[config.mk]
export PLATFORM = sky130hd
export DESIGN_NAME = obs_display
export DESIGN_NICKNAME = d
export VERILOG_FILES = /design/src/rtl/obs_display.sv
export SDC_FILE = /design/constraint.sdc
export NUM_CORES = 1
export LEC_CHECK = 0
export BUFFER_PORTS_ARGS = -buffer_cell sky130_fd_sc_hd__buf_2
export CORE_MARGIN = 2
export CORE_UTILIZATION = 50
export DETAILED_ROUTE_END_ITERATION = 6
export PLACE_DENSITY = 0.82
export SLEW_MARGIN = 25
export SYNTH_ARGS = -nofsm -noshare
export SYNTH_HDL_FRONTEND = slang
export SYNTH_SLANG_ARGS = --single-unit
[constraint.sdc]
create_clock -name clk -period 3.05 [get_ports clk]
set_clock_uncertainty 0.2 [all_clocks]
set_input_delay 0.305 -clock clk [delete_from_list [all_inputs] [get_ports clk]]
set_output_delay 0.305 -clock clk [all_outputs]
set_load 0.02 [all_outputs]
[src/rtl/obs_display.sv]
// Observation display: debounced view-select key chooses one of four CPU
// observation words, which is shown as 8 hex digits on a multiplexed 7-seg.
module obs_display #(
  parameter logic [19:0] DEB_CYCLES = 20'd1000000,
  parameter logic [16:0] SCAN_DIV   = 17'd100000
) (
  input  logic        clk,
  input  logic        rst_n,
  input  logic [31:0] PC_out,
  input  logic [31:0] IR_out,
  input  logic [31:0] MDR_out,
  input  logic [31:0] W_Data_out,
  input  logic        sel_key,
  output logic [7:0]  seg,
  output logic [7:0]  an,
  output logic [3:0]  view_led
);

  localparam logic [19:0] DEB_LAST  = DEB_CYCLES - 20'd1;
  localparam logic [16:0] SCAN_LAST = SCAN_DIV - 17'd1;

  typedef enum logic [1:0] {IDLE, PRESS_WAIT, PRESSED, RELEASE_WAIT} deb_state_t;

  deb_state_t  state, state_nxt;
  logic [19:0] cnt, cnt_nxt;
  logic        sync1, s;
  logic        adv, adv_d;
  logic [1:0]  view;
  logic [16:0] presc;
  logic [2:0]  idx;
  logic        tick;
  logic [31:0] frame, src;
  logic [3:0]  nib;
  logic [7:0]  hex;

  always_ff @(posedge clk or negedge rst_n) begin
    if (!rst_n) begin
      sync1 <= 1'b0;
      s     <= 1'b0;
    end else begin
      sync1 <= sel_key;
      s     <= sync1;
    end
  end

  always_ff @(posedge clk or negedge rst_n) begin
    if (!rst_n) begin
      state <= IDLE;
      cnt   <= '0;
    end else begin
      state <= state_nxt;
      cnt   <= cnt_nxt;
    end
  end

  always_comb begin
    state_nxt = state;
    cnt_nxt   = cnt;
    adv       = 1'b0;
    case (state)
      IDLE: begin
        if (s) begin
          state_nxt = PRESS_WAIT;
          cnt_nxt   = '0;
        end
      end
      PRESS_WAIT: begin
        if (!s) state_nxt = IDLE;
        else if (cnt == DEB_LAST) begin
          state_nxt = PRESSED;
          adv       = 1'b1;
        end else cnt_nxt = cnt + 20'd1;
      end
      PRESSED: begin
        if (!s) begin
          state_nxt = RELEASE_WAIT;
          cnt_nxt   = '0;
        end
      end
      RELEASE_WAIT: begin
        if (s) state_nxt = PRESSED;
        else if (cnt == DEB_LAST) state_nxt = IDLE;
        else cnt_nxt = cnt + 20'd1;
      end
      default: state_nxt = IDLE;
    endcase
  end

  assign tick = (presc == SCAN_LAST);

  // A view change restarts the scan so the new word is shown from digit 0.
  always_ff @(posedge clk or negedge rst_n) begin
    if (!rst_n) begin
      view  <= '0;
      presc <= '0;
      idx   <= '0;
      adv_d <= 1'b0;
    end else begin
      adv_d <= adv;
      if (adv) begin
        view  <= view + 2'd1;
        presc <= '0;
        idx   <= '0;
      end else if (tick) begin
        presc <= '0;
        idx   <= idx + 3'd1;
      end else begin
        presc <= presc + 17'd1;
      end
    end
  end

  always_comb begin
    case (view)
      2'd0:    src = PC_out;
      2'd1:    src = IR_out;
      2'd2:    src = MDR_out;
      default: src = W_Data_out;
    endcase
  end

  // Frame only reloads at scan wrap or just after a view change, keeping digits coherent.
  always_ff @(posedge clk or negedge rst_n) begin
    if (!rst_n) frame <= '0;
    else if (adv_d || (tick && idx == 3'd7)) frame <= src;
  end

  assign nib = frame[{idx, 2'b00} +: 4];

  always_comb begin
    case (nib)
      4'h0: hex = 8'hC0;
      4'h1: hex = 8'hF9;
      4'h2: hex = 8'hA4;
      4'h3: hex = 8'hB0;
      4'h4: hex = 8'h99;
      4'h5: hex = 8'h92;
      4'h6: hex = 8'h82;
      4'h7: hex = 8'hF8;
      4'h8: hex = 8'h80;
      4'h9: hex = 8'h90;
      4'hA: hex = 8'h88;
      4'hB: hex = 8'h83;
      4'hC: hex = 8'hC6;
      4'hD: hex = 8'hA1;
      4'hE: hex = 8'h86;
      default: hex = 8'h8E;
    endcase
  end

  always_ff @(posedge clk or negedge rst_n) begin
    if (!rst_n) begin
      seg      <= '1;
      an       <= '1;
      view_led <= 4'b0001;
    end else begin
      seg      <= hex;
      an       <= ~(8'b0000_0001 << idx);
      view_led <= 4'b0001 << view;
    end
  end

endmodule

# After elaboration in Yosys (flattened, before gate mapping)
# Memories as Yosys holds them, arrays and structs flattened. A register that Yosys moved wholly into a read port is not among the register bits.
# Index checks and enable logic that the tools add are counted.
word_totals:
  romBits: 112
  memories: 1
  output_inout_bits: 20
  wordCells: 64
  regBits: 99
memory_table:
  columns: ["name", "words", "word_bits", "rd", "rd_clocked_by_memory_dff", "write_ports", "line_no", "source"]
  rows:
  - ["(no name shown)", 16, 7, 1, 1, 0, "131", "case (nib)"]
classes:
  shift: 3
  n_addsub: 4
  muxes: 21
  n_reduce_logical: 8
  bitwise_logic: 1
  n_eq_ne: 14
ops:
  columns: ["cell", "n"]
  rows:
  - ["$mux 20", 5]
  - ["$pmux 32 s3", 1]
  - ["$pmux 20 s4", 1]
  - ["$mux 17", 2]
  - ["$shiftx 32x6->4", 1]
  - ["$add 20x1->20 const B", 1]
  - ["$eq 20x20->1 const B", 1]
  - ["$add 17x1->17 const B", 1]
  - ["$eq 17x17->1 const B", 1]
  - ["$mux 2", 6]
  - ["$ne 2x2->1 const B", 4]
  - ["$not 8->8", 1]
  - ["$pmux 2 s4", 1]
  - ["$reduce_and 4->1", 2]
  - ["$shl 1x3->8 const A", 1]
  - ["$eq 2x2->1 const B", 3]
  - ["$mux 3", 2]
  - ["$ne 3x3->1 const B", 2]
  - ["$eq 2x1->1 const B", 2]
  - ["$logic_not 2->1", 2]
  - ["$shl 1x2->4 const A", 1]
  - ["$add 3x1->3 const B", 1]
  - ["$eq 3x3->1 const B", 1]
  - ["$mux 1", 3]
  - ["other kinds (5)", 5]

# Depth between registers and ports, before layout
# Gate-level depths: netlist of run 1.
depth:
  ltp_word: 5
  ltp_mapped: 9
  ltp_nobuf: 6

# Worst setup path before layout of run 1
# Ideal clock, no wire load.
synth_timing:
  kind: "register to register"
  from: "register idx[0]"
  to: "register seg[3]"
  stages_incl_launch_ff: 8
  period_less_slack_ns: 2.428
  path_slack_ns: 0.622
  arrival_time_ns: 2.143
  setup_ns: 0.084
  required_time_ns: 2.766
  cell_sequence: "dfrtp_1 > buf_2 > mux4_2 > mux2i_1 > inv_1 > ha_1 > a211oi_1 > a21oi_1"
synth_between:
  elab_chain_len: 1
synth_rtl:
  columns: ["item", "line_no", "source"]
  rows:
  - ["start: declaration", "30", "logic [2:0] idx;"]
  - ["start signal: assignment", "106", "idx <= idx + 3'd1;"]
  - ["$shiftx 32x6->4", "128", "assign nib = frame[{idx, 2'b00} +: 4];"]
  - ["end: declaration", "14", "output logic [7:0] seg,"]
# Every way passes these cells.
# A chain may end at the register's enable or synchronous reset.

# Final worst setup path of run 1
layout_timing:
  from: "register cnt[0]"
  to: "register presc[8]"
layout_between:
  elab_chain_len: 5
layout_rtl:
  columns: ["item", "line_no", "source"]
  rows:
  - ["start: declaration", "25", "logic [19:0] cnt, cnt_nxt;"]
  - ["start signal: assignment", "52", "cnt <= cnt_nxt;"]
  - ["$eq 20x20->1", "69", "else if (cnt == DEB_LAST) begin"]
  - ["$mux 1", "69", null]
  - ["$mux 1", "68", "if (!s) state_nxt = IDLE;"]
  - ["$mux 1", "60", "case (state)"]
  - ["$mux 17", "100", "if (adv) begin"]
  - ["end signal: assignment", "108", "presc <= presc + 17'd1;"]
  - ["end: declaration", "29", "logic [16:0] presc;"]
# Every way passes these cells.

==> impl_metrics.env, run 1 <==
export IMPL_setup_violations=0
export IMPL_met3_length_um=959
export IMPL_synth_most_common_cell="nand2_1"
export IMPL_synth_nets=691
export IMPL_fin_crit_ns=2.78
export IMPL_drt_iter0_markers=608
export IMPL_dr_max_layer_used="met4"
export IMPL_cellPowerDensity_nw_per_um2=369
export IMPL_h_tree_depth=3
export IMPL_cts_tree="yes"
export IMPL_cts_sinks=98
export IMPL_dieArea_um2=11300
export IMPL_min_path_type="in -> reg"
export IMPL_via_count=4704
export IMPL_violations="design-rule violations"
export IMPL_synth_edff_count=0
export IMPL_synth_main_ff_cell="dfrtp_1"
export IMPL_wl_met1_mm=5.83
export IMPL_detail_route_antenna_nets=0
export IMPL_synth_avg_cell_area_um2=9.68
export IMPL_rsz0062_at_grt="false"
export IMPL_setup_tns_ns=0
export IMPL_place_ws_ns=0.247
export IMPL_root_buffer="clkbuf_8"
export IMPL_overflow=0
export IMPL_crit_chain="ha_1 > nand3_1 > or3_4 > nor4_1 > or2_1 > nor2_1"
export IMPL_cp_end_kind="register"
export IMPL_synthTopCellsByCount="nand2_1 (94), dfrtp_1 (82), o21ai_0 (73)"
export IMPL_coreArea_um2=10300
export IMPL_max_vdd_ir_drop_uv=214
export IMPL_crit_buf_inv=0
export IMPL_nFillCells=917
export IMPL_area_growth_pct=20.4
export IMPL_drt_total_wl_mm=13.6
export IMPL_viasPerCell=5.74
export IMPL_cts_made_buffers=9
export IMPL_critPathMaxStageDelay_ns=0.54
export IMPL_synth_area_leaders="dfrtp_1 (39%), dfstp_2 (8.0%), o21ai_0 (7.0%), nand2_1 (6.7%), a222oi_1 (6.1%)"
export IMPL_slew_viol_final=0
export IMPL_crit_cells=6
export IMPL_yosysWarnings=0
export IMPL_yosysSeqAreaShare_pct=47.1
export IMPL_die_x_um=106
export IMPL_fmax_mhz=360
export IMPL_worst_pin_slew_ns=0.912
export IMPL_yosys_area_top_type="dfrtp_1"
export IMPL_syn_inst=542
export IMPL_first_pass_iters=7
export IMPL_placementRows=37
export IMPL_yosys_register_bits=98
export IMPL_yosysUniqueCellTypes=47
export IMPL_clk_path_buf_depth=2
export IMPL_nets=827
export IMPL_seq_area_um2=2470
export IMPL_path_max_fanout=17
export IMPL_wl_per_cell_um=16.6
export IMPL_ys_async_sr_fraction_pct=100
export IMPL_start_util_pct=51.1
export IMPL_fin_ws_ns=0.272
export IMPL_status="finished, violations left"
export IMPL_min_path_cells=3
export IMPL_gp_congestion=0.948
export IMPL_syn_area_um2=5250
export IMPL_grt_max_degree=65
export IMPL_finalHoldViolCount=0
export IMPL_io_pins=151
export IMPL_critPathRequiredTime_ns=3.08
export IMPL_critPathArrivalTime_ns=2.80
export IMPL_critPathKind="reg -> reg"
export IMPL_reg2reg_depth=6
export IMPL_crit_slowest_cell="nor4_1"
export IMPL_maxSlewHeadroom_pct=39.0
export IMPL_post_cts_buffers=0
export IMPL_drive_above_1_share_pct=30.5
export IMPL_fp_dieH_um=106
export IMPL_synth_top_area_share_pct=39.1
export IMPL_max_cap_viol_count=0
export IMPL_clock_latency_ns=0.37
export IMPL_antenna_found_initial=0
export IMPL_drc=10
export IMPL_cts_clk_slew_worst_paths_ns=0.10
export IMPL_finalCritPeriodShare_pct=91.1
export IMPL_crit_family="simple AND/OR/NAND/NOR gates"
export IMPL_grt_pass1_vias=4533
export IMPL_numPortBuffers=149
export IMPL_groute_usage_overall_pct=25.5
export IMPL_dr_wl_met2_mm=6.66
export IMPL_hpwl_mm=10.4
export IMPL_grt_pass1_wl_mm=22.6
export IMPL_diodes=0
export IMPL_leakagePower_nw=3.06
export IMPL_multi_input_area_um2=2600
export IMPL_start_kind="register"
==> per-layer routing <==
metal,track usage [%],vias to the layer above
met3,5.15,16
met1,35.3,2267
met5,0,-
met4,5.84,0
met2,41.7,187
li1,-,2234
==> state kept, by name, indices dropped and copies added, names as in the netlist, named ones only <==
register	cells
state	1
adv_d	1
s	1
presc	17
cnt	20
frame	32
seg	7
view	2
an	8
view_led	4
idx	3
sync1	1
==> timing repair <==
| action | in CTS | in global routing |
|---|---|---|
| hold buffers | 2 | 0 |
| gates resized for setup | 0 | 1 |
| endpoints found under the hold margin | 49 | 0 |
| endpoints found under the setup margin | 0 | 1 |
==> cell type report <==
class                           count  share of cell area [%]
Tap cell                          136                    2.69
Inverter                           15                   0.891
Clock buffer                       13                    2.67
Timing Repair Buffer              159                    13.1
Multi-Input combinational cell    395                    41.1
Clock inverter                      3                   0.357
Sequential cell                    98                    39.2
==> worst paths after layout <==
path,slack [ns],from,to
max in group asynchronous,1.55,rst_n,sync1$_DFF_PN0_
hold reg to reg,0.15,sync1$_DFF_PN0_,s$_DFF_PN0_
setup / recovery,0.27,cnt[0]$_DFFE_PN0P_,presc[8]$_DFF_PN0_
min in group asynchronous,0.29,rst_n,presc[4]$_DFF_PN0_
hold / removal,0.01,W_Data_out[28],frame[28]$_DFFE_PN0P_
setup reg to reg,0.27,cnt[0]$_DFFE_PN0P_,presc[8]$_DFF_PN0_
==> where the power goes <==
part / switching, mW / internal (mW)
Sequential: 0.0237 / 1.31
Clock: 0.442 / 0.364
Combinational: 0.0931 / 0.0955
==> worst reg2reg max path, cell delays in order, from the launching register on <==
cell     delay (ns)
dfrtp_1        0.45
ha_1           0.25
nand3_1        0.12
or3_4          0.42
nor4_1         0.54
or2_1          0.54
nor2_1         0.12
==> layout by cell type, fill, tap and decap left out, types with 10 or more instances in the layout <==
master	n
dfstp_2	16
mux2i_1	10
buf_2	148
nand3_1	14
a222oi_1	32
nand2_1	94
ha_1	17
nor2_1	42
clkbuf_8	12
inv_1	13
o21ai_0	73
xor2_1	16
dfrtp_1	81
xnor2_1	12
==> stage by stage <==
stage                     cell area (um2)  util (%)  power [mW]  cells  hold WS (ns)
after floorplan                      5250         -        1.42    542        -0.191
after global placement               6100      59.4        1.54    801         0.133
after detailed placement             6100      59.4        1.55    801         0.136
after CTS                            6310      61.4        2.34    819        0.0107
after global routing                 6320      61.5        2.43    819        0.0370
final                                6320      61.5        2.33    819        0.0136
==> logic make-up after synthesis <==
group | share of synthesized area, %
XOR/XNOR | 4.67
buffers and inverters | 3.81
other | 0.0715
AND/OR/NAND/NOR | 16.7
adder cells (fa/ha/maj) | 4.29
flip-flops | 47.1
multiplexers | 6.49
AO/OA/AOI/OAI | 16.9
Power figures use the tool's default switching activity.
==> run 2, diff against run 1 <==
--- a/config.mk
+++ b/config.mk
@@ -6,6 +6,8 @@
 export NUM_CORES = 1
 export LEC_CHECK = 0
 export BUFFER_PORTS_ARGS = -buffer_cell sky130_fd_sc_hd__buf_2
+export CAP_MARGIN = 30
+export CORE_ASPECT_RATIO = 1.2
 export CORE_MARGIN = 2
 export CORE_UTILIZATION = 50
 export DETAILED_ROUTE_END_ITERATION = 6
==> run 2 against run 1 <==
First-iteration DRC count down 50%; fmax increased by 0.63%; via count shrank 1.5%; final cell count is 1.1% lower; sequential power barely moved; sequential cell count stayed put; the flow now finishes without violations; critical path depth unchanged; design area increased by 1.7%.
==> impl_metrics.env, run 2 (same netlist as run 1, synthesis figures left out) <==
export IMPL_cellPowerDensity_nw_per_um2=416
export IMPL_placementRows=40
export IMPL_finalCritPeriodShare_pct=90.5
export IMPL_setup_tns_ns=0
export IMPL_postLayoutCellArea_um2=6420
export IMPL_max_vdd_ir_drop_uv=195
export IMPL_critPathKind="reg -> reg"
export IMPL_drive_above_1_share_pct=30.4
export IMPL_slew_viol_final=0
export IMPL_nets=828
export IMPL_die_x_um=97.5
export IMPL_drc=0
export IMPL_path_max_fanout=17
export IMPL_critPathRequiredTime_ns=3.06
export IMPL_seq_area_um2=2470
export IMPL_cts_made_buffers=9
export IMPL_clk_path_buf_depth=2
export IMPL_start_util_pct=51.9
export IMPL_critPathArrivalTime_ns=2.77
export IMPL_drt_iter0_markers=303
export IMPL_fin_crit_ns=2.76
export IMPL_via_count=4633
export IMPL_io_pins=151
export IMPL_cts_tree="yes"
export IMPL_area_growth_pct=22.4
export IMPL_layout_common_cells="buf_2 (148), nand2_1 (94), dfrtp_1 (81), o21ai_0 (73), nor2_1 (42)"
export IMPL_maxSlewHeadroom_pct=37.5
export IMPL_root_buffer="clkbuf_16"
export IMPL_worst_pin_slew_ns=0.929
export IMPL_fmax_mhz=362
export IMPL_leakagePower_nw=3.12
export IMPL_fp_dieH_um=116
export IMPL_whs_ns=0.0449
export IMPL_nFillCells=833
export IMPL_start_kind="register"
export IMPL_crit_chain="ha_1 > nand3_1 > or3_4 > nor4_1 > or2_1 > nor2_1"
export IMPL_clock_latency_ns=0.35
export IMPL_cp_end_kind="register"
export IMPL_place_area_um2=6100
export IMPL_grt_pass1_vias=4635
export IMPL_setup_violations=0
export IMPL_rsz0062_at_grt="false"
export IMPL_h_tree_depth=3
export IMPL_layout_commonest_cell="buf_2"
export IMPL_finalHoldViolCount=0
export IMPL_antenna_found_initial=0
export IMPL_reg_top3="frame x32, cnt x20, presc x17"
export IMPL_cts_clk_slew_worst_paths_ns=0.07
export IMPL_largest_register_ffs=32
export IMPL_first_pass_iters=6
export IMPL_r2r_slack_ns=0.29
export IMPL_overflow=0
export IMPL_wl_per_cell_um=15.7
export IMPL_max_cap_viol_count=0
export IMPL_viasPerCell=5.72
export IMPL_cts_sinks=98
export IMPL_min_path_type="in -> reg"
export IMPL_grt_pass1_wl_mm=21.5
export IMPL_dieArea_um2=11300
export IMPL_multi_input_area_um2=2590
export IMPL_gp_congestion=0.858
export IMPL_grt_max_degree=65
export IMPL_detail_route_antenna_nets=0
export IMPL_coreArea_um2=10100
export IMPL_regMostFlops="frame"
export IMPL_crit_slowest_cell="or2_1"
export IMPL_diodes=0
export IMPL_status="complete, no violations"
export IMPL_hpwl_mm=9.56
export IMPL_groute_usage_overall_pct=23.7
export IMPL_critPathMaxStageDelay_ns=0.54
export IMPL_numPortBuffers=149
export IMPL_drt_total_wl_mm=12.7
==> run 2: what timing repair did <==
action | CTS | global route
endpoints found under the hold margin | 48 | 0
gates resized for setup | 0 | 1
setup buffers | 0 | 0
hold buffers | 2 | 0
setup endpoints to repair | 0 | 3
==> run 2: worst max-delay path, delay by kind of cell, from the launching register on <==
kind | cells | cell delay (ns)
and+or+nand+nor | 5 | 1.73
DFF | 1 | 0.45
adders and majority gates | 1 | 0.24
==> run 2: routing by layer <==
metal	part of all wire, %	vias to the layer above	global-route usage (%)
met5	0	-	0
met2	51	189	42.9
li1	-	2240	-
met1	40	2183	28.4
met4	2.3	0	10.7
met3	5.8	21	3.23
==> run 2: through the flow <==
| step | power, mW | std cells | utilization, % | setup WS [ns] |
|---|---|---|---|---|
| global route | 2.77 | 810 | 63.5 | 0.0356 |
| floorplan | 1.42 | 542 | - | 0.622 |
| CTS | 2.69 | 810 | 63.5 | 0.222 |
| global placement | 1.54 | 792 | 60.3 | 0.378 |
| detailed placement | 1.54 | 792 | 60.3 | 0.221 |
| finish | 2.67 | 810 | 63.5 | 0.289 |
==> run 2: path summary, 6_finish.rpt <==
check | startpoint | cells after the start | to
max reg2reg | cnt[0]$_DFFE_PN0P_ | 6 | presc[5]$_DFF_PN0_
min | W_Data_out[14] | 3 | frame[14]$_DFFE_PN0P_
min in group asynchronous | rst_n | 2 | presc[3]$_DFF_PN0_
min reg2reg | sync1$_DFF_PN0_ | 0 | s$_DFF_PN0_
max | cnt[0]$_DFFE_PN0P_ | 6 | presc[5]$_DFF_PN0_
max in group asynchronous | rst_n | 3 | seg[1]$_DFF_PN1_
==> run 2: layout make-up <==
type                            count  share of cell area (%)
Sequential cell                    98                    38.5
Tap cell                          126                    2.45
Inverter                           15                   0.877
Clock inverter                      4                   0.779
Multi-Input combinational cell    395                    40.4
Clock buffer                       12                    3.99
Timing Repair Buffer              160                    13.0
==> run 2: report_power, final <==
group	internal [mW]	switching, mW	leakage (nW)
logic	0.0957	0.0869	1.86
registers	1.31	0.0233	1.12
clock network	0.679	0.475	0.145
total	2.09	0.585	3.12
